<file path="config.mk">
export PLATFORM = sky130hd
export DESIGN_NAME = hbc_bus_controller
export DESIGN_NICKNAME = d
export VERILOG_FILES = /design/src/rtl/hbc_pkg.sv /design/src/rtl/hbc_sync.sv /design/src/rtl/hbc_bus_controller.sv
export SDC_FILE = /design/constraint.sdc
export NUM_CORES = 1
export LEC_CHECK = 0
export BUFFER_PORTS_ARGS = -buffer_cell sky130_fd_sc_hd__buf_2
export CORE_ASPECT_RATIO = 2
export CORE_MARGIN = 8
export CORE_UTILIZATION = 40
export DETAILED_ROUTE_END_ITERATION = 6
export GPL_TIMING_DRIVEN = 0
export SYNTH_ARGS = -nofsm -noshare
export SYNTH_HDL_FRONTEND = slang
export SYNTH_HIERARCHICAL = 1
export SYNTH_SLANG_ARGS = --single-unit
</file>
<file path="constraint.sdc">
create_clock -name clk -period 3.8 [get_ports clk]
set_input_delay 0.57 -clock clk [delete_from_list [all_inputs] [get_ports clk]]
set_output_delay 0.57 -clock clk [all_outputs]
set_load 0.005 [all_outputs]
</file>
<file path="src/rtl/hbc_pkg.sv">
// Shared types and default widths for the host bus controller.
package hbc_pkg;
  localparam int HBC_ADDR_W = 3;
  localparam int HBC_DATA_W = 8;

  typedef enum logic [2:0] {
    WAIT_IDLE,
    IDLE,
    WR_ACTIVE,
    WR_COMMIT,
    RD_ACTIVE
  } hbc_state_e;
endpackage

</file>
<file path="src/rtl/hbc_sync.sv">
// Generic multi-stage vector synchronizer for asynchronous host inputs.
module hbc_sync #(
  parameter int WIDTH  = 1,
  parameter int STAGES = 2
) (
  input  logic             clk,
  input  logic             rst,
  input  logic [WIDTH-1:0] i_d,
  output logic [WIDTH-1:0] o_q
);
  logic [WIDTH-1:0] r_stage [STAGES];

  always_ff @(posedge clk or posedge rst) begin
    if (rst) begin
      for (int i = 0; i < STAGES; i++) r_stage[i] <= '0;
    end else begin
      r_stage[0] <= i_d;
      for (int i = 1; i < STAGES; i++) r_stage[i] <= r_stage[i-1];
    end
  end

  assign o_q = r_stage[STAGES-1];
endmodule

</file>
<file path="src/rtl/hbc_bus_controller.sv">
// Host parallel-bus controller: strobe sync, host read/write sequencing and an
// 8x8 register file shared with an internal requester (host has priority).
module hbc_bus_controller
  import hbc_pkg::*;
#(
  parameter int ADDR_W      = HBC_ADDR_W,
  parameter int DATA_W      = HBC_DATA_W,
  parameter int SYNC_STAGES = 2
) (
  input  logic              clk,
  input  logic              rst,
  input  logic              CSn,
  input  logic              WRn,
  input  logic              RDn,
  input  logic [ADDR_W-1:0] address,
  input  logic [DATA_W-1:0] data_in,
  output logic [DATA_W-1:0] data_out,
  output logic              data_oe,
  input  logic              int_req,
  input  logic              int_we,
  input  logic [ADDR_W-1:0] int_addr,
  input  logic [DATA_W-1:0] int_wdata,
  output logic [DATA_W-1:0] int_rdata,
  output logic              int_ack,
  output logic              host_wr_pulse,
  output logic [ADDR_W-1:0] host_wr_addr,
  output logic              proto_err
);
  localparam int SW    = 3 + ADDR_W + DATA_W;
  localparam int DEPTH = 1 << ADDR_W;

  logic [SW-1:0]     w_sync;
  logic              w_cs_n, w_wr_n, w_rd_n;
  logic [ADDR_W-1:0] w_addr;
  logic [DATA_W-1:0] w_data;

  // Synced strobes reset low so WAIT_IDLE holds until the host is truly idle.
  hbc_sync #(.WIDTH(SW), .STAGES(SYNC_STAGES)) u_sync (
    .clk (clk),
    .rst (rst),
    .i_d ({CSn, WRn, RDn, address, data_in}),
    .o_q (w_sync)
  );
  assign {w_cs_n, w_wr_n, w_rd_n, w_addr, w_data} = w_sync;

  hbc_state_e        r_state, w_next;
  logic              r_wr_n_prev, r_rd_n_prev;
  logic              w_wr_fall, w_rd_fall;
  logic [DATA_W-1:0] r_file [DEPTH];
  logic [ADDR_W-1:0] r_cap_addr, r_wr_addr;
  logic [DATA_W-1:0] r_cap_data, r_data_out, r_int_rdata;
  logic              r_data_oe, r_int_ack, r_wr_pulse, r_proto_err;
  logic              w_capture, w_rd_load, w_oe_next, w_proto, w_commit, w_grant;

  assign w_wr_fall = r_wr_n_prev & ~w_wr_n;
  assign w_rd_fall = r_rd_n_prev & ~w_rd_n;

  always_ff @(posedge clk or posedge rst) begin
    if (rst) r_state <= WAIT_IDLE;
    else     r_state <= w_next;
  end

  always_comb begin
    w_next = r_state;
    case (r_state)
      WAIT_IDLE: if (w_wr_n && w_rd_n) w_next = IDLE;
      IDLE: begin
        if (!w_cs_n && !w_wr_n && !w_rd_n) w_next = WAIT_IDLE;
        else if (!w_cs_n && w_wr_fall)     w_next = WR_ACTIVE;
        else if (!w_cs_n && w_rd_fall)     w_next = RD_ACTIVE;
      end
      WR_ACTIVE: begin
        if (!w_rd_n)     w_next = WAIT_IDLE;
        else if (w_cs_n) w_next = IDLE;
        else if (w_wr_n) w_next = WR_COMMIT;
      end
      WR_COMMIT: w_next = IDLE;
      RD_ACTIVE: begin
        if (!w_wr_n)               w_next = WAIT_IDLE;
        else if (w_rd_n || w_cs_n) w_next = IDLE;
      end
      default: w_next = WAIT_IDLE;
    endcase
  end

  always_comb begin
    w_capture = (r_state == WR_ACTIVE) && (w_next == WR_COMMIT);
    w_rd_load = (r_state == IDLE) && (w_next == RD_ACTIVE);
    w_oe_next = (r_state == RD_ACTIVE) && (w_next == RD_ACTIVE);
    w_proto   = (r_state != WAIT_IDLE) && (w_next == WAIT_IDLE);
    w_commit  = (r_state == WR_COMMIT);
    // Holding off the cycle after an ack prevents a second ack for one held request.
    w_grant   = int_req && (r_state != WR_COMMIT) && !r_int_ack;
  end

  always_ff @(posedge clk or posedge rst) begin
    if (rst) begin
      r_wr_n_prev <= 1'b0;
      r_rd_n_prev <= 1'b0;
      r_cap_addr  <= '0;
      r_cap_data  <= '0;
      r_data_out  <= '0;
      r_data_oe   <= 1'b0;
      r_int_rdata <= '0;
      r_int_ack   <= 1'b0;
      r_wr_pulse  <= 1'b0;
      r_wr_addr   <= '0;
      r_proto_err <= 1'b0;
    end else begin
      r_wr_n_prev <= w_wr_n;
      r_rd_n_prev <= w_rd_n;
      if (w_capture) begin
        r_cap_addr <= w_addr;
        r_cap_data <= w_data;
      end
      if (w_rd_load) r_data_out <= r_file[w_addr];
      r_data_oe   <= w_oe_next;
      r_proto_err <= w_proto;
      r_wr_pulse  <= w_commit;
      if (w_commit) r_wr_addr <= r_cap_addr;
      r_int_ack <= w_grant;
      if (w_grant && !int_we) r_int_rdata <= r_file[int_addr];
    end
  end

  // Host commit and internal grant are mutually exclusive by construction.
  always_ff @(posedge clk or posedge rst) begin
    if (rst) begin
      for (int i = 0; i < DEPTH; i++) r_file[i] <= '0;
    end else if (w_commit) begin
      r_file[r_cap_addr] <= r_cap_data;
    end else if (w_grant && int_we) begin
      r_file[int_addr] <= int_wdata;
    end
  end

  assign data_out      = r_data_out;
  assign data_oe       = r_data_oe;
  assign int_rdata     = r_int_rdata;
  assign int_ack       = r_int_ack;
  assign host_wr_pulse = r_wr_pulse;
  assign host_wr_addr  = r_wr_addr;
  assign proto_err     = r_proto_err;
endmodule

</file>
[Word level (Yosys, flattened, before mapping)]
Cells that the tools add are included.
Word-level totals
  bits in registers: 131
  input port bits: 29
  output and inout bits: 23
  logic and storage cells: 90
Operators by class
  magnitude comparators: 5
  eq/ne operators: 7
  multiplexer cells: 24
  bitwise operators: 7
  reduce and logical (&&, ||, !) cells: 25
Operator list (count)
  64-bit bitwise mux: 2
  64-bit 2-to-1 mux: 2
  8-bit binary-select mux with 3-bit select: 2
  8-bit demux with 3-bit select: 2
  8-bit 2-to-1 mux: 6
  3-bit 2-to-1 mux: 9
  1-bit logical AND: 15
  3-bit one-hot mux with 5 select lines: 1
  4-bit >= comparator (second input constant): 3
  3-bit NOT with 4-bit output: 3
  3-bit by 2-bit equality test with 1-bit output (second input constant): 3
  4-bit by 1-bit < comparator with 1-bit output (second input constant): 2
  3-bit equality test (second input constant): 2
  3-bit zero test: 2
  1-bit zero test: 5
  3-bit by 1-bit equality test with 1-bit output (second input constant): 1
  3-bit by 2-bit inequality test with 1-bit output (second input constant): 1
  3-bit nonzero test: 1
  1-bit AND: 2
  1-bit NOT: 2
  2-bit nonzero test: 1
  1-bit logical OR: 1

[Depth between registers and ports, before layout]
Gate-level depths: netlist (run 1).
  word-level depth: 9
  mapped depth: 7

[Cells and area by module]
The synthesis (run 1) kept the hierarchy.
By module, submodules not included
  hbc_bus_controller: times used 1, cells each 481, area an instance 5649.2 um2, seq. area each 2577.5 um2
  hbc_sync: times used 1, cells each 43, area an instance 809.5 um2, seq. area each 700.7 um2

[Worst setup path after synthesis (run 1)]
Ideal clock, no wire load.
  kind: input to register
  start: input port int_addr[0]
  end: register r_file[56] in the netlist's numbering
  library setup time: 125 ps
  arrival time: 2088 ps
  data required time: 3675 ps
  slack: 1587 ps
  stages: 7
  buffers on the path: 3
  cells stage by stage: clkbuf_1 nor3_1 and2_1 clkbuf_1 o21a_1 clkbuf_1 mux2_2
Between the ends
  word-level cells in the longest chain between the ends: 8
  elaborated cells on any way between the ends: 9
  classes of those cells: order compare: 2; mux: 5; bitwise: 1; reduce/logical: 1
RTL lines
  start, declared: line hbc_bus_controller.sv:21  | input logic [ADDR_W-1:0] int_addr,
  3-bit NOT with 4-bit output (implied by the code) (*): line hbc_bus_controller.sv:133  | r_file[int_addr] <= int_wdata;
  4-bit >= comparator (implied by the code) or 4-bit by 1-bit < comparator with 1-bit output (tied branches): line hbc_bus_controller.sv:133
  1-bit logical AND (implied by the code): line hbc_bus_controller.sv:133
  8-bit 2-to-1 mux (implied by the code): line hbc_bus_controller.sv:133
  8-bit demux with 3-bit select (*): line hbc_bus_controller.sv:133
  64-bit bitwise mux (*): line hbc_bus_controller.sv:133
  64-bit 2-to-1 mux (*): line hbc_bus_controller.sv:132  | end else if (w_grant && int_we) begin
  64-bit 2-to-1 mux (*): line hbc_bus_controller.sv:130  | end else if (w_commit) begin
  end signal, assigned by index: line hbc_bus_controller.sv:131  | r_file[r_cap_addr] <= r_cap_data;
  end signal, assigned by index: line hbc_bus_controller.sv:133
  end, declared: line hbc_bus_controller.sv:49  | logic [DATA_W-1:0] r_file [DEPTH];
Every way passes the cells marked *; elsewhere a longest branch is shown, timed or not. The select of a mux whose other input is x is not followed.
A chain may end at the register's enable or synchronous reset.

[Worst setup path after layout (run 1)]
  start: register r_state[1]
  end: register r_file[57] in the netlist's numbering
Between the ends
  word-level cells in the longest chain between the ends: 5
  elaborated cells on any way between the ends: 7
  classes of those cells: eq/ne: 2; mux: 1; reduce/logical: 4
RTL lines
  start, declared: line hbc_bus_controller.sv:46  | hbc_state_e r_state, w_next;
  start signal, assigned: line hbc_bus_controller.sv:60  | else r_state <= w_next;
  3-bit by 2-bit inequality test with 1-bit output: line hbc_bus_controller.sv:93  | w_grant = int_req && (r_state != WR_COMMIT) && !r_int_ack;
  1-bit logical AND (2 in series): line hbc_bus_controller.sv:93
  1-bit logical AND: line hbc_bus_controller.sv:132
  2-bit nonzero test (no source line)
Parallel ways exist; a longest one is shown, timed or not.

==> results.toml, run 1 <==
[sta]
setup_viol = 0
rsz0062_at_grt = "no"
fmax_mhz = 315
slew_violations = 0
period_minus_slack_ns = 3.17
tightest_slew_ns = 1.41
finClkSkew_ns = 0.00846
post-route-period-util_pct = 83.5
relSlewSlack_pct = 6.29
hold_viol_final = 0

[synthesis]
syn_area_um2 = 6460
synth_cells = 524
synth_edf_count = 0
synth_ff_type = "dfrtp_1"
synth_top_cell_area_share_pct = 50.8
ys_seq_area_share_pct = 50.8
synth_seq_cells = 131
synth.most_common_cell = "dfrtp_1"
syn_nets = 553
ys.warnings.count = 6
synth_area_per_cell_um2 = 12.3
async_reset_ff_share_pct = 100
synth_common_cells = "dfrtp_1, mux2_2, o22ai_1"
synthTopCellsByArea = "dfrtp_1, mux2_2, mux4_2, o22ai_1, mux2i_1"
synthDistinctLibCells = 44
synth_area_leader_cell = "dfrtp_1"

[clock_network]
cts_max_level = 4
root_buffer = "clkbuf_16"
clock_insertion_delay_worst_skew_ns = 0.42
hold_buffers = 0
cts_buffers = 17
postCtsSetupRepairBufs = 0
cts_sinks = 131
cts_tree = "done"
clkTransAtPathRegs_ns = 0.06
cts_resized = 0
cts_max_path_buffers = 2

[critical_path]
crit_start = "r_state[1]"
r2r_end = "r_file[57]"
critPathBufInv = 2
worstSetupEndpointType = "flop"
cp.depth = 6
r2r-start = "r_state[1]"
r2r_cells = 6
crit_family = "simple AND/OR/NAND/NOR gates"
critPathMaxFanout = 9
path_cells = "clkbuf_1, nand3b_4, nor4_2, o21a_1, clkbuf_1, mux2_2"
cp.required_ns = 4.11
slowest_delay_ns = 1.00
r2r_setup_slack_ns = 0.63
crit_top_cell = "clkbuf_1"
critical_path_class = "reg -> reg"
worst_setup_path_start_kind = "flop"
cp-endpoint = "r_file[57]"
slowest_stage = "nor4_2"
arrival_ns = 3.48

[die]
io_pins = 52
dieArea_um2 = 20700
core_um2 = 16000
floorplan.initialDensity_pct = 40.3
die_h_um = 196
fp.dieW_um = 106
rows = 66

[outcome]
outcome = "finished clean"

[global_route]
grt_pass1_wl_mm = 29.3
grt_pass1_vias = 4969
grt_max_degree = 66
grt_overflow_total = 0
antenna_found_initial = 0
gr-usage-all-layers_pct = 18.9

[placed_design]
port-buffer-count = 50
globalplace.congestion = 0.876
dpl.hpwl_mm = 12.8
dp_cells = 779
place_area_um2 = 7000

[routing]
drtPass1Iterations = 5
ant_nets = 0
wire_per_inst_um = 23.7
drt_iter0_markers = 406
wirelength_mm = 19.2
route.detailed.drc = 0
dr_total_vias = 4871
via_per_inst = 6.01

[hold_path]
min_path_type = "in -> reg"

[power_and_ir_drop]
vdd_drop_max_uv = 280
p_leak_nw = 3.36
power.density_nw_per_um2 = 538

[layout]
design_area_um2 = 7670
final_nets = 623
fillCellCount = 1460
area_growth_pct = 18.8
antennaDiodeCount = 0
final_layout_size_suffix_gt1_share_pct = 35.6
instances_no_fill = 811

[job]
cap_violations = 0
[through the flow]
stage	hold WS, ns	setup TNS, ns	util (%)	setup slack [ns]	total power, W
CTS	0.236	0	47.9	0.675	0.00415
global route	0.237	0	47.9	0.474	0.00428
global placement	0.332	-91.58	43.5	-0.897	0.00225
floorplan	0.331	0	-	0.526	0.00206
finish	0.245	0	47.9	0.626	0.00413
detailed placement	0.335	0	43.7	0.693	0.00228
[worst min path at each step]
stage | start | endpoint | slack (ns) | cells after the start
5_1_grt | data_in[7] | u_sync/r_stage[21] | 0.24 | 1
6_report | CSn | u_sync/r_stage[27] | 0.25 | 1
3_3_place_gp | u_sync/r_stage[23] | u_sync/o_q[9] | 0.33 | 0
4_1_cts | CSn | u_sync/r_stage[27] | 0.24 | 1
2_1_floorplan | u_sync/r_stage[14] | u_sync/o_q[0] | 0.33 | 0
3_5_place_dp | u_sync/r_stage[15] | u_sync/o_q[1] | 0.33 | 0
[kinds of logic after synthesis]
group,after synthesis,synth area share [%]
and+or+nand+nor,102,8.00
muxes,118,24.5
DFF,131,50.8
buffers and inverters,56,4.16
AOI/OAI and AO/OA,117,12.6
[report_power, final]
part | switching [W] | internal (W) | leakage, nW | total [W]
Clock | 0.000634 | 0.00124 | 0.328 | 0.00188
Combinational | 0.000277 | 0.000288 | 1.37 | 0.000565
Sequential | 0.000118 | 0.00157 | 1.66 | 0.00169
[layer usage]
layer | wire (um) | global-route usage, % | vias up
li1 | - | - | 2113
met1 | 7270 | 22.3 | 2446
met2 | 9450 | 30.4 | 246
met3 | 1590 | 5.00 | 66
met4 | 872 | 11.0 | 0
met5 | 0 | 0 | -
[layout make-up]
| class | instances | area [um2] | share of cell area, % |
|---|---|---|---|
| Sequential cell | 131 | 3280 | 42.7 |
| Multi-Input combinational cell | 337 | 2920 | 38.1 |
| Clock buffer | 22 | 484 | 6.31 |
| Timing Repair Buffer | 51 | 270 | 3.52 |
| Tap cell | 204 | 255 | 3.33 |
| Buffer | 48 | 239 | 3.11 |
| Clock inverter | 10 | 193 | 2.51 |
| Inverter | 8 | 32.5 | 0.424 |
[flip-flops by register name, summed over array words and instances (netlist names), 3 cells and up]
register	flops
u_sync/o_q	14
data_out	8
host_wr_addr	3
r_cap_addr	3
r_cap_data	8
r_state	3
r_file	64
u_sync/r_stage	14
int_rdata	8
[worst reg2reg max path, stage by stage (launching register included)]
cell	delay, ns
dfrtp_1	0.32
clkbuf_1	0.34
nand3b_4	0.23
nor4_2	1.01
o21a_1	0.19
clkbuf_1	0.56
mux2_2	0.41
[cells in the final DEF, fill, tap and decap left out, types with 4 or more instances in the layout]
master / netlist / routed
buf_1: 4 / 4
o21ai_0: 9 / 9
o22ai_1: 49 / 49
a22o_1: 8 / 8
dfrtp_1: 131 / 131
mux4_2: 24 / 24
buf_4: 14 / 14
nand3_1: 4 / 4
clkbuf_16: 0 / 17
nor2b_1: 7 / 7
nor2_1: 24 / 24
mux2i_1: 14 / 14
nand2b_1: 9 / 9
buf_2: 5 / 55
o22a_1: 4 / 4
clkbuf_1: 25 / 26
mux2_2: 80 / 80
bufinv_16: 0 / 5
a31oi_1: 7 / 6
inv_1: 7 / 6
a32o_1: 8 / 8
nand2_1: 37 / 37
clkbuf_8: 0 / 4
a21oi_1: 18 / 18
Note: power is estimated with default switching activity, not from simulation.
==> run 2, diff against run 1 <==
clock period = 2.6 ns   (was 3.8 ns; I/O delays follow)
==> results.toml, run 2 (same netlist as run 1, synthesis figures left out) <==
[outcome]
outcome = "finished clean"

[global_route]
grt_pass1_vias = 5047
gr-usage-all-layers_pct = 19.0
grt_overflow_total = 0
grt_pass1_wl_mm = 29.5
antenna_found_initial = 0
grt_max_degree = 40

[layout]
largest_reg_flops = 64
final_nets = 626
area_growth_pct = 19.8
final_layout_size_suffix_gt1_share_pct = 37.6
antennaDiodeCount = 0
final_cell_mix = "dfrtp_1, mux2_2, buf_2, o22ai_1, nand2_1"
final_common_cell = "dfrtp_1"
fillCellCount = 1461
regMostFlops = "r_file"

[clock_network]
cts_max_level = 4
cts_buffers = 17
clock_insertion_delay_worst_skew_ns = 0.42
root_buffer = "clkbuf_16"
cts_tree = "done"
cts_sinks = 131
clkTransAtPathRegs_ns = 0.06
cts_max_path_buffers = 2

[critical_path]
path_cells = "clkbuf_1, nand3b_1, nor2_1, a21oi_2, mux2_2"
worst_setup_path_start_kind = "flop"
worstSetupEndpointType = "flop"
cp.required_ns = 2.90
critical_path_class = "reg -> reg"
arrival_ns = 2.83
slowest_delay_ns = 0.63
slowest_stage = "a21oi_2"
critPathMaxFanout = 10

[power_and_ir_drop]
vdd_drop_max_uv = 458
power.internal_w = 0.00436
pwr-share-seq_pct = 41.9
fin_total_pwr_w = 0.00588
p_sw_share_pct = 25.8
combPwrFrac_pct = 14.2
clkPwrFrac_pct = 43.9
p_leak_nw = 3.38
power_switching_w = 0.00152
power.density_nw_per_um2 = 760

[die]
io_pins = 52
rows = 66
floorplan.initialDensity_pct = 40.3
die_h_um = 196
core_um2 = 16000
fp.dieW_um = 106
dieArea_um2 = 20700

[routing]
ant_nets = 0
drt_iter0_markers = 374
wire_per_inst_um = 23.9
route.detailed.drc = 0
via_per_inst = 6.10
drtPass1Iterations = 5
wirelength_mm = 19.4
dr_total_vias = 4956

[hold_path]
min_path_type = "in -> reg"

[sta]
relSlewSlack_pct = 33.6
period_minus_slack_ns = 2.54
tightest_slew_ns = 0.994
setup_viol = 0
rsz0062_at_grt = "no"
fmax_mhz = 394
post-route-period-util_pct = 97.5
finClkSkew_ns = 0.0119
hold_viol_final = 0
slew_violations = 0
hold-worst-slack_ns = 0.0698

[placed_design]
port-buffer-count = 50
dpl.hpwl_mm = 12.8
globalplace.congestion = 0.870

[job]
cap_violations = 0
-- run 2: worst paths after layout --
kind,from,to,slack [ns],depth (start not counted)
max in group asynchronous,rst,u_sync/o_q[1],1.77,2
min,CSn,u_sync/r_stage[27],0.07,1
min in group asynchronous,rst,r_cap_data[3],0.11,2
min reg2reg,u_sync/r_stage[24],u_sync/o_q[10],0.34,0
max reg2reg,r_cap_addr[2],r_file[36],0.06,5
max,r_cap_addr[2],r_file[36],0.06,5
-- run 2: cell type report --
| type | count | area (um2) | area share, % |
|---|---|---|---|
| inverter | 8 | 33.8 | 0.437 |
| sequential | 131 | 3280 | 42.4 |
| buffer | 46 | 235 | 3.04 |
| clock inverter | 13 | 199 | 2.57 |
| timing repair buffer | 56 | 333 | 4.30 |
| clock buffer | 18 | 439 | 5.68 |
| tap | 204 | 255 | 3.30 |
| multi-input combinational | 337 | 2970 | 38.3 |
-- run 2: routing by layer --
layer | up-vias | wire, um | global-route usage (%)
met5 | - | 0 | 0
met4 | 0 | 1130 | 11.4
met3 | 81 | 1540 | 4.37
met2 | 280 | 9390 | 30.9
met1 | 2468 | 7390 | 22.3
li1 | 2127 | - | -
-- run 2: critical path: cells and delay by family, from the launching register on --
family | cells | cell delay (ns)
flops | 1 | 0.32
compound gates | 1 | 0.63
buf+inv | 1 | 0.41
mux | 1 | 0.41
simple gates | 2 | 0.65
-- run 2: power groups by stage --
| stage | Combinational, W | Clock (W) | Sequential, W |
|---|---|---|---|
| after detailed placement | 0.000828 | 0 | 0.00250 |
| after floorplan | 0.000552 | 0 | 0.00245 |
| after global routing | 0.000913 | 0.00269 | 0.00250 |
| after global placement | 0.000811 | 0 | 0.00249 |
| final | 0.000836 | 0.00258 | 0.00246 |
| after CTS | 0.000838 | 0.00262 | 0.00246 |
-- run 2: timing repair --
item | in CTS | in global routing
endpoints found under the setup margin | 56 | 44
pin swaps | 2 | 1
endpoints found under the hold margin | 0 | 0
buffers inserted | 3 | 1
hold buffers | 0 | 0
gates resized for setup | 5 | 8
-- run 2: per-stage QoR --
step / area [um2] / TNS [ns] / setup WS [ns] / cells / util (%)
2_1_floorplan: 6460 / 0 / 0.436 / 524 / -
3_3_place_gp: 6970 / -13.74 / -0.563 / 778 / 43.5
3_5_place_dp: 7020 / -7.68 / -0.492 / 780 / 43.8
4_1_cts: 7710 / -2.80 / -0.176 / 812 / 48.1
5_1_grt: 7740 / 0 / 0.00177 / 813 / 48.3
6_report: 7740 / 0 / 0.0640 / 813 / 48.3
==> run 3, diff against run 2 <==
CTS_BUF_LIST = sky130_fd_sc_hd__clkbuf_16   (was unset)
==> results.toml, run 3 (same netlist as run 1, synthesis figures left out) <==
[layout]
final_layout_size_suffix_gt1_share_pct = 37.4
final_common_cell = "dfrtp_1"
design_area_um2 = 7730
largest_reg_flops = 64
regArea_um2 = 3280
regMostFlops = "r_file"
final_cell_mix = "dfrtp_1, mux2_2, buf_2, o22ai_1, nand2_1"
final_nets = 626
antennaDiodeCount = 0
area_growth_pct = 19.7
multiInputGateArea_um2 = 2970
fillCellCount = 1463
instances_no_fill = 813

[clock_network]
cts_buffers = 17
clock_insertion_delay_worst_skew_ns = 0.42
cts_max_path_buffers = 2
root_buffer = "clkbuf_16"
clkTransAtPathRegs_ns = 0.06
cts_tree = "done"
cts_max_level = 4
cts_sinks = 131

[critical_path]
critical_path_class = "reg -> reg"
crit_family = "simple AND/OR/NAND/NOR gates"
worst_setup_path_start_kind = "flop"
cp.required_ns = 2.90
worstSetupEndpointType = "flop"
arrival_ns = 2.86
crit_start = "r_cap_addr[2]"
critPathMaxFanout = 10
critPathBufInv = 1
path_cells = "clkbuf_1, nand3b_1, nor2_1, a21oi_2, mux2_2"
slowest_stage = "a21oi_2"
slowest_delay_ns = 0.64
r2r-start = "r_cap_addr[2]"

[global_route]
grt_pass1_wl_mm = 29.5
antenna_found_initial = 0
grt_pass1_vias = 5045
grt_max_degree = 40
gr-usage-all-layers_pct = 19.0
grt_overflow_total = 0

[sta]
tightest_slew_ns = 0.994
hold-worst-slack_ns = 0.0713
relSlewSlack_pct = 33.6
post-route-period-util_pct = 98.3
slew_violations = 0
fmax_mhz = 391
setup_viol = 0
finalSetupTns_ns = 0
finClkSkew_ns = 0.0101
period_minus_slack_ns = 2.56
rsz0062_at_grt = "no"
hold_viol_final = 0

[die]
floorplan.initialDensity_pct = 40.3
core_um2 = 16000
die_h_um = 196
rows = 66
io_pins = 52
dieArea_um2 = 20700
fp.dieW_um = 106

[power_and_ir_drop]
combPwrFrac_pct = 14.3
clkPwrFrac_pct = 43.6
p_leak_nw = 3.37
power.density_nw_per_um2 = 757
power_switching_w = 0.00151
vdd_drop_max_uv = 456
pwr-share-seq_pct = 42.1
p_sw_share_pct = 25.9
power.internal_w = 0.00433

[outcome]
outcome = "finished clean"

[routing]
route.detailed.drc = 0
wire_per_inst_um = 23.8
dr_total_vias = 4936
drt_iter0_markers = 365
wirelength_mm = 19.4
via_per_inst = 6.07
drtPass1Iterations = 5
ant_nets = 0

[placed_design]
dpl.hpwl_mm = 12.8
globalplace.congestion = 0.870
port-buffer-count = 50
dp_cells = 780
place_area_um2 = 7020

[job]
cap_violations = 0

[hold_path]
hp-start = "CSn"
min_path_type = "in -> reg"
[run 3: changes by cell type in the layout (fill, tap and decap cells not counted)]
cell and change:
clkinv_1 +1, clkbuf_8 -1
[run 3: repair_timing]
action	in CTS	in global routing
setup endpoints to repair	56	44
resized for setup	5	8
pin swaps	2	1
setup buffers	3	1
hold buffers	0	0
[run 3: worst paths after layout]
kind,slack (ns),end,cells after the start
worst max-delay path,0.04,r_file[34],5
worst min-delay path,0.07,u_sync/r_stage[27],1
worst max register to register,0.04,r_file[34],5
worst min register to register,0.34,u_sync/o_q[10],0
max in group asynchronous,1.76,u_sync/o_q[1],2
min in group asynchronous,0.11,r_cap_data[3],2
[run 3: through the flow]
stage	setup WS (ns)	utilization, %	total power [W]
final	0.0434	48.2	0.00585
after floorplan	0.436	-	0.00300
after detailed placement	-0.492	43.8	0.00333
after global placement	-0.563	43.5	0.00330
after CTS	-0.176	48.1	0.00588
after global routing	0.00177	48.2	0.00607
[run 3: metal layers]
| layer | global-route usage [%] | vias up | share of wire (%) | wire [um] |
|---|---|---|---|---|
| li1 | - | 2128 | - | - |
| met1 | 22.3 | 2430 | 38 | 7300 |
| met2 | 30.9 | 291 | 48 | 9300 |
| met3 | 4.37 | 87 | 8.2 | 1590 |
| met4 | 11.4 | 0 | 6.0 | 1160 |
| met5 | 0 | - | 0 | 0 |
[run 3: worst reg2reg max path, cell delays in order (launching register included)]
cell      delay [ns]
dfrtp_1         0.32
clkbuf_1        0.41
nand3b_1        0.54
nor2_1          0.12
a21oi_2         0.64
mux2_2          0.42
[run 3: power by group through the flow]
| stage | Combinational (W) | Clock, W | Sequential, W |
|---|---|---|---|
| 2_1_floorplan | 0.000552 | 0 | 0.00245 |
| 3_3_place_gp | 0.000811 | 0 | 0.00249 |
| 3_5_place_dp | 0.000828 | 0 | 0.00250 |
| 4_1_cts | 0.000838 | 0.00258 | 0.00246 |
| 5_1_grt | 0.000913 | 0.00266 | 0.00250 |
| 6_report | 0.000836 | 0.00255 | 0.00246 |
[run 3: final cells by class]
class                           count  area share (%)
Clock buffer                       17            5.50
Inverter                            8           0.437
Buffer                             46            3.04
Timing Repair Buffer               56            4.31
Clock inverter                     14            2.62
Tap cell                          204            3.30
Multi-Input combinational cell    337            38.4
Sequential cell                   131            42.4
